**config.mk**
```make
export PLATFORM = sky130hd
export DESIGN_NAME = nibble_rotate_sched
export DESIGN_NICKNAME = d
export VERILOG_FILES = /design/src/rtl/nibble_rotate_sched.sv
export SDC_FILE = /design/constraint.sdc
export NUM_CORES = 1
export LEC_CHECK = 0
export CORE_MARGIN = 2
export CORE_UTILIZATION = 46
export CTS_BUF_LIST = sky130_fd_sc_hd__clkbuf_8 sky130_fd_sc_hd__clkbuf_16
export CTS_CLUSTER_SIZE = 8
export DETAILED_ROUTE_END_ITERATION = 6
export HOLD_SLACK_MARGIN = 0.1
export PLACE_DENSITY_LB_ADDON = 0.2
export SLEW_MARGIN = 10
export SYNTH_ARGS = -nofsm -noshare
export SYNTH_HDL_FRONTEND = slang
export SYNTH_HIERARCHICAL = 1
export SYNTH_SLANG_ARGS = --single-unit
```
**constraint.sdc**
```tcl
create_clock -name clk -period 3.5 [get_ports clk]
set_clock_uncertainty 0.1 [all_clocks]
set_input_delay 0.7 -clock clk [delete_from_list [all_inputs] [get_ports clk]]
set_output_delay 0.7 -clock clk [all_outputs]
set_load 0.02 [all_outputs]
```
**src/rtl/nibble_rotate_sched.sv**
```systemverilog
// Round-robin scheduler for two requesters sharing one nibble-rotate unit.
// A granted word is walked through the unit one nibble per cycle, then returned with its requester ID.
`timescale 1ns/1ps

module nibble_lane (
  input  logic       clk,
  input  logic       rst_n,
  input  logic       ld,
  input  logic [3:0] ld_val,
  input  logic       wr,
  input  logic [3:0] wr_val,
  output logic [3:0] q
);
  always_ff @(posedge clk or negedge rst_n)
    if (!rst_n)  q <= '0;
    else if (ld) q <= ld_val;
    else if (wr) q <= wr_val;
endmodule

module nibble_rotate_sched (
  input  logic            clk,
  input  logic            rst_n,
  input  logic [1:0]      req_valid_in,
  output logic [1:0]      req_ready_out,
  input  logic [1:0][31:0] req_data_in,
  input  logic [1:0][1:0] req_amt_in,
  input  logic [1:0][7:0] req_mask_in,
  output logic [31:0]     shf_data_out,
  output logic [4:0]      shf_amt_out,
  input  logic [31:0]     shf_result_in,
  output logic            res_valid_out,
  input  logic            res_ready_in,
  output logic [31:0]     res_data_out,
  output logic            res_id_out,
  output logic            busy_out
);
  localparam int NUM_LANES = 8;
  localparam int VEC_W     = 4;

  typedef enum logic [1:0] {IDLE, RUN, DONE} state_t;
  typedef struct packed {
    logic [1:0] amt;
    logic [7:0] mask;
    logic       id;
  } job_t;

  state_t state, state_nxt;
  job_t   job;
  logic   ptr;
  logic [2:0] idx;
  logic [1:0] grant;
  logic       accept, sel;
  logic [NUM_LANES-1:0][VEC_W-1:0] work;
  logic [2*NUM_LANES*VEC_W-1:0]    work_dbl;
  logic       unused_hi;

  // Only the low nibble of the rotator result is meaningful.
  assign unused_hi = ^shf_result_in[31:4];

  always_comb begin
    grant = '0;
    if (state == IDLE) begin
      unique case (req_valid_in)
        2'b01:   grant = 2'b01;
        2'b10:   grant = 2'b10;
        2'b11:   grant = ptr ? 2'b10 : 2'b01;
        default: grant = 2'b00;
      endcase
    end
  end

  assign accept        = |grant;
  assign sel           = grant[1];
  assign req_ready_out = grant;

  always_comb begin
    state_nxt = state;
    case (state)
      IDLE:    if (accept)       state_nxt = RUN;
      RUN:     if (idx == 3'd7)  state_nxt = DONE;
      DONE:    if (res_ready_in) state_nxt = IDLE;
      default:                   state_nxt = IDLE;
    endcase
  end

  always_ff @(posedge clk or negedge rst_n) begin
    if (!rst_n) begin
      state <= IDLE;
      ptr   <= 1'b0;
      idx   <= '0;
      job   <= '0;
    end else begin
      state <= state_nxt;
      if (accept) begin
        job <= '{amt: req_amt_in[sel], mask: req_mask_in[sel], id: sel};
        ptr <= ~sel;
        idx <= '0;
      end else if (state == RUN) begin
        idx <= idx + 3'd1;
      end
    end
  end

  // Each lane owns one nibble of the work word; it is rewritten only on its own RUN cycle.
  genvar k;
  generate
    for (k = 0; k < NUM_LANES; k++) begin : g_lane
      nibble_lane u_lane (
        .clk    (clk),
        .rst_n  (rst_n),
        .ld     (accept),
        .ld_val (req_data_in[sel][VEC_W*k +: VEC_W]),
        .wr     (state == RUN && idx == 3'(k)),
        .wr_val (shf_result_in[VEC_W-1:0]),
        .q      (work[k])
      );
    end
  endgenerate

  // Doubling the word turns the rotate-right by 4*idx into a plain part-select.
  assign work_dbl     = {work, work};
  assign shf_data_out = (state == RUN) ? work_dbl[{idx, 2'b00} +: 32] : 32'd0;
  assign shf_amt_out  = (state == RUN && job.mask[idx]) ? {3'b000, job.amt} : 5'd0;

  assign res_valid_out = (state == DONE);
  assign res_data_out  = (state == DONE) ? work : 32'd0;
  assign res_id_out    = (state == DONE) & job.id;
  assign busy_out      = (state != IDLE);
endmodule

```
Word level (Yosys, flattened, before mapping)
Index checks and enable logic that the tools add are counted.
Word-level totals
  output and inout bits: 74
  memories kept: 0
  latch bits: 0
  bits of input ports: 121
  flip-flop bits (word level): 49
  memory bits (writable): 0
  word-level logic and storage cells: 94
  ROM bits: 0
Cells by class
  divide/modulo/power cells: 0
  multiply operators: 0
  equality and inequality tests: 15
  add/sub/neg operators: 1
  order comparisons: 2
  bitwise logic cells: 2
  shifts and indexed selects: 1
  reduce and logical (&&, ||, !) cells: 23
  mux-type cells: 36
Operators by type and width (count)
  $mux W32: 4
  $mux W4: 16
  $shiftx A64 B6 Y32: 1
  $reduce_bool A2 Y1: 10
  $mux W2: 8
  $mux W8: 2
  $eq A3 B3 Y1 const B: 4
  $pmux W2 S3: 2
  $logic_and A1 B1 Y1: 9
  $eq A2 B2 Y1 const B: 3
  $eq A3 B2 Y1 const B: 2
  $mux W3: 2
  $eq A2 B1 Y1 const B: 2
  $lt A3 B4 Y1 const B: 1
  $ne A2 B1 Y1 const B: 2
  $add A3 B1 Y3 const B: 1
  $bmux W1 S3: 1
  $eq A3 B1 Y1 const B: 1
  $logic_not A3 Y1: 1
  $reduce_and A3 Y1: 1
  $logic_not A2 Y1: 1
  $lt A1 B2 Y1 const B: 1
  $ne A2 B2 Y1 const B: 1
  $reduce_or A2 Y1: 1
  3 further kinds: 3

Logic depth before layout (Yosys ltp)
Gate-level depths: netlist of the first run.
  depth in word-level cells: 6
  depth in mapped cells: 9
  depth with buffers taken out: 6

By module
Netlist of the first run, hierarchy kept.
Modules (own cells, without submodules)
  nibble_rotate_sched: times used 1, cells each 280, area each 2685.1 um2, sequential area each 425.4 um2
  nibble_lane: times used 8, cells each 17, area each 186.4 um2, sequential area each 100.1 um2

Worst setup path before layout of the first run
Ideal clock, no wire load.
  path type: input-to-reg
  start point: in req_valid_in[0]
  end point: reg idx[2]
  stages on the path: 4
  data required time: 3.289 ns
  arrival time: 2.195 ns
  setup time: 0.111 ns
  setup slack: 1.094 ns
  buffers on the path: 1
  path through: o21ai_0 > clkbuf_1 > inv_1 > a211oi_1
Between the ends
  word-level cells in the longest chain between the ends: 5
  elaborated cells on any way between the ends: 8
  those cells by class: eq/ne: 3; mux: 3; reduce/logical: 2
Ends and longest elaborated chain
  start: declaration: RTL line 23  | input logic [1:0] req_valid_in,
  $eq A2 B2 Y1 / $eq A2 B1 Y1 (equally long branches): RTL line 63  | unique case (req_valid_in)
  $pmux W2 S3 (*): RTL line 63
  $mux W2 (*): RTL line 62  | if (state == IDLE) begin
  $reduce_or A2 Y1 (*): RTL line 72  | assign accept = |grant;
  via accept: RTL line 52  | logic accept, sel;
  $mux W3 / $reduce_bool A2 Y1 (equally long branches)
  end signal: assignment: RTL line 99  | idx <= idx + 3'd1;
  end: declaration: RTL line 50  | logic [2:0] idx;
Mark *: on every way through the listed nets, which the timed path passes. The rest lies on a longest branch.
A chain may end at the register's enable or synchronous reset.

Worst setup path after layout of the first run
  start point: in req_valid_in[1]
  end point: out req_ready_out[1]
Between the ends
  word-level cells in the longest chain between the ends: 3
  elaborated cells on any way between the ends: 5
  those cells by class: eq/ne: 3; mux: 2
Ends and longest elaborated chain
  $eq A2 B2 Y1 / $eq A2 B1 Y1 (equally long branches): RTL line 63
  $pmux W2 S3 (*): RTL line 63
  $mux W2 (*): RTL line 62
  end: declaration: RTL line 24  | output logic [1:0] req_ready_out,
Mark *: on every way between the ends. The rest lies on a longest branch, timed or not.

==> results of run 1 <==
stage by stage:
step	area (sq um)	hold WS, ps	power (W)
after global placement	5810	394	0.00500
after CTS	5930	416	0.00554
after global routing	5930	434	0.00588
after detailed placement	5810	396	0.00510
final	5930	413	0.00555
after floorplan	4180	304	0.00370
power by group:
group / leakage [nW] / internal [W] / total [W] / switching [W]
sequential: 0.602 / 0.000847 / 0.00118 / 0.000335
combinational: 1.85 / 0.00193 / 0.00396 / 0.00203
clock: 0.0626 / 0.000230 / 0.000412 / 0.000181
total: 2.51 / 0.00300 / 0.00555 / 0.00255
cell usage in the layout (no fill, tap or decap):
master / Yosys / routed
clkdlybuf4s50_1: 0 / 162
a22oi_1: 1 / 1
and3b_1: 1 / 1
a22o_1: 1 / 1
conb_1: 1 / 3
dfrtp_1: 49 / 49
nor3b_1: 10 / 10
o21ai_1: 32 / 32
nor2b_1: 5 / 4
inv_1: 11 / 11
xnor2_1: 1 / 1
o21ai_0: 3 / 3
or3b_1: 1 / 1
buf_4: 3 / 12
nand2_1: 34 / 34
clkbuf_8: 0 / 6
or2_2: 0 / 1
mux2i_1: 65 / 65
inv_2: 1 / 2
bufinv_16: 0 / 1
a2111oi_0: 1 / 1
nor2b_2: 0 / 1
buf_2: 7 / 1
mux2_4: 29 / 29
a221o_1: 10 / 10
buf_12: 0 / 1
a21o_1: 1 / 1
ha_1: 6 / 6
and2_1: 39 / 39
o22ai_1: 32 / 32
nor2_1: 6 / 6
mux4_2: 2 / 2
a211oi_1: 2 / 2
mux2_2: 35 / 35
cell type report:
type	instances	area share, %
Sequential cell	49	20.7
Multi-Input combinational cell	321	45.0
Tap cell	108	2.28
Timing Repair Buffer	176	29.3
Clock buffer	6	1.39
Clock inverter	2	0.570
Inverter	12	0.760
sequential cells by signal, indices dropped and copies added (netlist names):
register	cells
idx	3
job	11
ptr	1
state	2
g_lane.u_lane/q	32
path summary, 6_finish.rpt:
| kind | endpoint | slack, ps | cells past startpoint |
|---|---|---|---|
| setup / recovery | req_ready_out[1] | 90 | 5 |
| max in group asynchronous | g_lane[1].u_lane/q[1]$_DFFE_PN0P_ | 2140 | 1 |
| hold reg to reg | job[9]$_DFFE_PN0P_ | 410 | 1 |
| min in group asynchronous | ptr$_DFFE_PN0P_ | 500 | 1 |
| setup reg to reg | g_lane[2].u_lane/q[3]$_DFFE_PN0P_ | 1080 | 6 |
| hold / removal | job[9]$_DFFE_PN0P_ | 410 | 1 |
critical path, cell delays in order:
cell and delay, ps:
clkdlybuf4s50_1 520, or3b_1 380, or2_2 320, inv_1 80
clkdlybuf4s50_1 600
cells by family (layout without fill, tap and decap cells):
kind of cell	Yosys count	in the layout	synth area share, %
mux	131	131	36.5
buf+inv	48	196	6.95
xor+xnor	1	1	0.210
other cells	1	3	0.0898
compound gates	83	83	12.5
fa+ha+maj	6	6	1.80
simple gates	97	97	12.6
flops	49	49	29.4
layer usage:
layer | routed length, um | vias to the layer above
met5 | 0 | -
met4 | 179 | 0
met3 | 675 | 15
met2 | 6010 | 144
met1 | 5250 | 1837
li1 | - | 1802
cells in the mapped netlist, types with 2 or more instances:
cell type / instances
a211oi_1: 2
a221o_1: 10
and2_1: 39
buf_2: 7
buf_4: 3
buf_6: 12
clkbuf_1: 14
dfrtp_1: 49
ha_1: 6
inv_1: 11
mux2_2: 35
mux2_4: 29
mux2i_1: 65
mux4_2: 2
nand2_1: 34
nor2_1: 6
nor2b_1: 5
nor3b_1: 10
o21ai_0: 3
o21ai_1: 32
o22ai_1: 32
==> impl_results.md, run 1 <==
- Status: finished, final reports clean
- Initial Utilization: 47.7%
- Critical path class: primary input to primary output
- Count of final setup violators: 0
- Area share of the largest cell type after synthesis: 29.4%
- Yosys warns: 6
- Post-CTS setup repair buffer count: 0
- Final Hold Viols: 0
- CTS clk-pin slew, worst paths: 80 ps
- Fill cells: 713
- Cell count after synthesis: 416
- Met3 Resource Use GR: 3.72%
- EDFF count, synth: 0
- Slew @ Worst Pin: 1080 ps
- CP Launch Point: req_valid_in[1]
- Total die area: 0.00986 sq mm
- Largest fanout on the critical path: 4
- Inserted Clock Buffers: 5
- Count of pins over their slew limit: 0
- Drt first pass iters: 5
- Worst-Skew Late Latency: 300 ps
- Worst setup SP type: primary input
- Hold/Removal Path Class: flip-flop to flip-flop
- RD Place Congestion: 0.848
- Register Area: 0.00123 sq mm
- Multi-input combinational cell area: 0.00267 sq mm
- Core Region: 0.00876 sq mm
- Final ANT Viol Nets: 0
- GRT Total Usage: 24.1%
- CP Data Arrival Time: 2610 ps
- Number of nets in the layout: 692
- Clock period minus worst slack: 3410 ps
- Flops & latches, synth: 49
- Dominant cells by area after synthesis: dfrtp_1, mux2i_1, mux2_4
- I/O pin count: 195
- H-tree depth: 2
- Clock sinks: 49
- Vias in the first global route: 3724
- Sequential share of the synthesized area: 29.4%
- Root buf cell: clkbuf_8
- Fmax: 293 MHz
- FP Rows: 34
- Distinct cells, synth: 31
- FF-to-FF Start: idx[0]$_DFFE_PN0P_
- Placed Instances: 666
- GR Layer Usage met1: 32.1%
- P per Cell Area: 937 mW/mm^2
- Via count of the routed design: 3798
- Setup TNS: 0 ps
- Hold Startpoint: job[9]$_DFFE_PN0P_
- # DRC: 0
- Pin count of the biggest net entering global routing: 50
- Via-to-Cell Ratio: 5.64
- Chip height: 99.3 um
- HPWL Detailed: 9.56 mm
- Maximum vdd drop: 0.000485 V
- Hold buffers post-CTS: 0
- Final core occ: 67.7%
- Post-synth ARST share: 100%
- Die width: 99.3 um
- Dpl ws: 88.5 ps
- Max clock buf depth: 2
- Mean Syn Cell Area: 10.0 sq um
- Lkg Pwr: 2.51 nW
- Rel. slew slack: 28.0%
- Met2 Use GR: 41.3%
- Diode count: 0
- Layout cells sized above 1: 16.1%
- Fin crit share: 97.4%
- Most common flop cell mapped by yosys: dfrtp_1
- Resize count post-CTS: 0
- Area Overhead vs Synth: 42.0%
- Initial antenna violation count: 0
- DRT iter0 DRCs: 206
- Final worst-path setup slack: 92.7 ps
- Grt ovf: 0
- First-pass GRT wire length: 19.0 mm
- Post-synth top area cell: dfrtp_1
- WL per Instance: 18.0 um
- Drt total wl: 12.1 mm
- I/O Buffers: 163
- Required @ worst endpoint: 2700 ps
- Busiest grt layer: met2
- Max Cap Viol: 0
- Post-route insts no fill: 674
- CTS tree: built
- Crit. End Element: primary output
- Synthesized area: 0.00418 sq mm
- RSZ-0062 raised after global routing: no
Power figures use the tool's default switching activity.
==> run 2: changes to the inputs <==
GPL_TIMING_DRIVEN = 0   (was default)
REMOVE_ABC_BUFFERS = 1   (was default)
SLEW_MARGIN = 0   (was 10)
==> impl_results.md, run 2 (synthesized netlist as in run 1, its figures left out) <==
- Status: finished, final reports clean
- HPWL Detailed: 8.76 mm (-8.3%)
- I/O Buffers: 163 (unchanged)
- Pin count of the biggest net entering global routing: 39 (-22%)
- Layout cells sized above 1: 16.3% (+0.26 points)
- Hold slack: 268 ps (-145 ps)
- Area Overhead vs Synth: 42.2%
- Worst-Skew Late Latency: 310 ps (about the same)
- Initial Utilization: 47.7% (unchanged)
- Fill cells: 711 (-0.28%)
- First-pass GRT wire length: 18.7 mm (-1.7%)
- Slew @ Worst Pin: 957 ps (-123 ps)
- Inserted Clock Buffers: 5 (unchanged)
- Final ANT Viol Nets: 0 (unchanged)
- Root buf cell: clkbuf_8
- Fin crit share: 96.3% (-1.1 points)
- CTS tree: built
- Vias in the first global route: 3701 (-0.62%)
- Diode count: 0 (unchanged)
- Critical path class: primary input to primary output
- Rel. slew slack: 35.8% (+7.7 points)
- Post-CTS setup repair buffer count: 0 (unchanged)
- P per Cell Area: 924 mW/mm^2 (-1.4%)
- Clock period minus worst slack: 3370 ps (-36.8 ps)
- Final Hold Viols: 0 (unchanged)
- Largest fanout on the critical path: 11 (+7)
- Most common cell after layout, fill and taps aside: clkdlybuf4s50_1
- Grt ovf: 0 (unchanged)
- Number of flip-flops in the largest register: 32 (unchanged)
- Count of final setup violators: 0 (unchanged)
- Fmax: 297 MHz (+1.1%)
- Worst setup SP type: primary input
- Core Region: 0.00876 sq mm (unchanged)
- CTS clk-pin slew, worst paths: 100 ps (+20 ps)
- Crit. End Element: primary output
- Clock sinks: 49 (unchanged)
- Number of nets in the layout: 683 (-1.3%)
- Initial antenna violation count: 0 (unchanged)
- Reg2reg setup slack: 1080 ps (about the same)
- H-tree depth: 2 (unchanged)
- FF-to-FF Start: state[0]$_DFFE_PN0P_
- Via count of the routed design: 3684 (-3.0%)
- Maximum vdd drop: 0.000577 V (+19%)
- Required @ worst endpoint: 2700 ps (about the same)
- Die width: 99.3 um (unchanged)
- Largest regs: g_lane.u_lane/q: 32 flops, job: 11 flops, idx: 3 flops
- Final core occ: 67.7% (+0.086 points)
- CP Data Arrival Time: 2570 ps (-40 ps)
- Cell area after placement: 0.00578 sq mm (-0.60%)
- CP Launch Point: req_valid_in[1]
- Count of pins over their slew limit: 0 (unchanged)
- Biggest register: g_lane.u_lane/q
- Commonest cells after routing, fill and taps aside: clkdlybuf4s50_1, mux2i_1, dfrtp_1
- Chip height: 99.3 um (unchanged)
- Lkg Pwr: 2.49 nW (-0.93%)
- I/O pin count: 195 (unchanged)
- GRT Total Usage: 23.6% (-0.47 points)
- Hold/Removal Path Class: primary input to async pin
- WL per Instance: 17.7 um (-1.6%)
- RSZ-0062 raised after global routing: no
- # DRC: 0 (unchanged)
- Drt first pass iters: 4 (-1)
- Total power: 0.00549 W (-1.2%)
- Max Cap Viol: 0 (unchanged)
- DRT iter0 DRCs: 124 (-40%)
- R2R Path End: g_lane[2].u_lane/q[1]$_DFFE_PN0P_
- Worst Reg-to-Reg Cells: 5 (-1)
- Total die area: 0.00986 sq mm (unchanged)
- Setup TNS: 0 ps (unchanged)
- FP Rows: 34 (unchanged)
- RD Place Congestion: 0.794 (-6.3%)
- Via-to-Cell Ratio: 5.54 (-1.7%)
- Drt total wl: 11.8 mm (-2.9%)
- Design Area, Final: 0.00594 sq mm (+0.13%)
- Max clock buf depth: 2 (unchanged)
[run 2: cell count changes in the layout (fill, tap and decap cells not counted), moves of 2 or more]
cell and delta:
nor2b_2 +2, buf_4 -12, nand2_4 +2, nand2_1 -2
nor2b_1 -2, buf_12 +2, dfrtp_1 -2
[run 2: layout make-up]
type | count | area, sq um | area share (%)
repair buffers | 167 | 1700 | 28.6
multi-input cells | 321 | 2710 | 45.6
flip-flops and latches | 49 | 1230 | 20.7
clock inverters | 3 | 46.3 | 0.780
clock buffers | 5 | 68.8 | 1.16
well taps | 108 | 135 | 2.28
inverters | 12 | 47.5 | 0.801
[run 2: through the flow]
step | cells | worst slack (ps)
finish | 665 | 130
global route | 665 | 14.4
CTS | 665 | 33.7
detailed placement | 657 | -362
global placement | 653 | -1490
floorplan | 382 | -19.4
[run 2: where the power goes]
part	switching, W	internal (W)	total (W)
Sequential	0.000369	0.000851	0.00122
Clock	0.000201	0.000214	0.000415
Combinational	0.00196	0.00189	0.00385
[run 2: critical path: stages]
cell and delay [ps]:
clkdlybuf4s50_1 570, or3b_4 490, or2_4 370, inv_1 100
dlygate4sd2_1 340
[run 2: worst max path at each step]
stage,endpoint,depth (start not counted),slack (ps)
CTS,shf_data_out[24],4,30
global route,shf_data_out[4],4,10
detailed placement,req_ready_out[0],4,-360
floorplan,req_ready_out[1],3,-20
finish,req_ready_out[1],5,130
global placement,req_ready_out[1],5,-1490
[run 2: per-layer routing]
metal  vias up  global-route usage (%)  part of all wire [%]
met5         -                       0                     0
li1       1784                       -                     -
met2       125                    43.2                    53
met3        11                    3.02                   5.5
met4         0                    5.16                  0.94
met1      1764                    29.7                    41
[run 2: timing repair]
action / CTS / global route
hold buffers: 0 / 0
endpoints found under the setup margin: 36 / 31
gates resized for setup: 10 / 6
pin swaps: 0 / 0
==> patch: new RTL, flow settings as in run 2 <==
The 3 states of `state_t` get a one-hot encoding in 3 bits.
--- a/src/rtl/nibble_rotate_sched.sv
+++ b/src/rtl/nibble_rotate_sched.sv
@@ -37,7 +37,7 @@
   localparam int NUM_LANES = 8;
   localparam int VEC_W     = 4;
 
-  typedef enum logic [1:0] {IDLE, RUN, DONE} state_t;
+  typedef enum logic [2:0] {IDLE = 3'b001, RUN = 3'b010, DONE = 3'b100} state_t;
   typedef struct packed {
     logic [1:0] amt;
     logic [7:0] mask;
Function: same outputs for any inputs over 4 cycles, from zero or initial values and one cycle with rst_n low; so few cycles prove little.
==> patch against run 2 <==
Design area up 3.8%. Global-route usage up 1.2 points. Area after synthesis up 2.6%. Hold slack worse by 0.058 ns. Count of clock-buffer cells in the layout unchanged. Via count up 4.5%. Power down 20%. Setup slack worse by 0.038 ns. Die area up 2.5%. Wire length up 7.1%. Sequential cell count up 1. Largest power group unchanged.
==> patch: results (changes against run 2) <==
* Status: finished, final reports clean (unchanged)
* Mux share of post-synthesis cell area at 34.7% (was 36.5%)
* Vias in the first global route at 3911 (was 3701)
* Internal at 2430 µW (was 2950 µW)
* Clock tree buffer depth at 2 (unchanged)
* Antenna violations before repair at 0 (unchanged)
* H-tree Lvls at 2 (unchanged)
* CP max stage cell: dfstp_2 (was clkdlybuf4s50_1)
* Max incr delay on CP at 0.72 ns (was 0.57 ns)
* Part of the Yosys area used for sequential elements at 29.2% (was 29.4%)
* Area contributors post-synth: dfrtp_1 29%, mux2i_1 21%, mux2_4 9.5% (was dfrtp_1 29%, mux2i_1 16%, mux2_4 10%)
* Avg Vias per Cell at 5.65 (was 5.54)
* Pre-CTS WS at -0.333 ns (was -0.362 ns)
* Synth unique cells at 45 (was 31)
* Largest net degree at the start of global routing at 43 (was 39)
* Adder-Cell Fraction of Synth Area at 1.75% (was 1.80%)
* Reg2Reg Capture Point: g_lane[4].u_lane/q[3] (was g_lane[2].u_lane/q[1])
* CP startpoint: state[0] (was req_valid_in[1])
* VDD IR max at 328 µV (was 577 µV)
* Detailed placement HPWL at 9030 µm (was 8760 µm)
* WL/cell at 18.5 µm (was 17.7 µm)
* Worst skew pair latency at 0.31 ns (about the same)
* Hold Path Class: in -> async (unchanged)
* CTS root buf: clkbuf_8 (unchanged)
* Yosys Warn Count at 6 (unchanged)
* Final setup margin at 0.0918 ns (was 0.130 ns)
* Post-synthesis xor/xnor area fraction at 0.204% (was 0.210%)
* Total GRT Usage at 24.8% (was 23.6%)
* GPL Wtd Cong at 0.777 (was 0.794)
* Worst path arrival time at 2.61 ns (was 2.57 ns)
* Share of layout cells above drive strength 1 at 14.2% (was 16.3%)
* Placed Cells at 664 (was 657)
* Synth cell count leaders: 89 x mux2i_1, 49 x dfrtp_1, 41 x and2_1 (was 65 x mux2i_1, 49 x dfrtp_1, 39 x and2_1)
* Leakage at 0.00253 µW (was 0.00249 µW)
* # diodes at 0 (unchanged)
* # port buffers at 163 (unchanged)
* Reg-to-reg setup timing slack at 0.51 ns (was 1.08 ns)
* Post-synth ARST share at 100% (unchanged)
* First-pass GRT wire length at 19600 µm (was 18700 µm)
* Synth Area in Compound Gates at 14.6% (was 12.5%)
* Avg Cell Area, Syn at 10.3 µm² (was 10.0 µm²)
* 1st-pass router iterations at 5 (was 4)
* Crit Path Max Fanout at 12 (was 11)
* Worst Reg-to-Reg Cells at 7 (was 5)
* Layout Cells excl Fill at 682 (was 665)
* Fillcell total at 734 (was 711)
* Registers with the most flip-flops: g_lane.u_lane/q x32, job x11 (was g_lane.u_lane/q x32, job x11, idx x3)
* Worst-path clk slew at 0.09 ns
* Iter 0 DRT Violations at 161 (was 124)
* Slew of the pin with the lowest slew margin at 0.810 ns (was 0.957 ns)
* Fin nets at 697 (was 683)
* CP endpoint: req_ready_out[0] (was req_ready_out[1])
patch: changes by cell type after synthesis, sizes merged, moves of 2 or more:
cell and delta:
mux2 -24, buf +4, nor2b -2, nor3b -6, a21boi +9, clkbuf -6, and2 +3, o21ai -2
a22o +23, o22ai -24, nor2 -2, inv -5, mux2i +24
patch: area by class of cell:
cell class | count | share of cell area (%)
clock inverter | 3 | 0.609
clock buffer | 5 | 1.12
tap | 111 | 2.25
timing repair buffer | 176 | 28.9
sequential | 50 | 20.4
inverter | 7 | 0.467
multi-input combinational | 330 | 46.3
patch: per-stage QoR:
step / hold slack (ns) / setup TNS (ns) / power [µW] / area (µm²)
after global routing: 0.228 / 0 / 4650 / 6160
after CTS: 0.218 / -0.0481 / 4350 / 6140
after detailed placement: 0.394 / -0.496 / 3840 / 5940
after global placement: 0.376 / -126.60 / 3690 / 5830
after floorplan: 0.304 / -7.22 / 2960 / 4060
final: 0.211 / 0 / 4360 / 6160
patch: timing repair:
| item | 4_1_cts | 5_1_grt |
|---|---|---|
| cloned | 2 | 0 |
| gates resized for setup | 4 | 3 |
| pin swaps | 2 | 1 |
| endpoints found under the setup margin | 37 | 31 |
| setup buffers | 6 | 2 |
patch: layer usage:
layer	GRT usage [%]	vias up	wire [µm]
met4	9.59	0	304
met2	43.1	127	6360
met5	0	-	0
met1	31.6	1874	5400
li1	-	1829	-
met3	2.84	20	531
patch: power by group through the flow:
stage	sequential, µW	combinational, µW	clock [µW]
detailed placement	1210	2630	0
floorplan	1140	1820	0
finish	1230	2730	405
CTS	1220	2720	407
global placement	1230	2460	0
global route	1270	2940	431
patch: worst max-delay path: cells and delay by family (launching register included):
family	cells	cell delay, ns
buf+inv	2	0.85
flops	1	0.72
simple gates	2	0.72
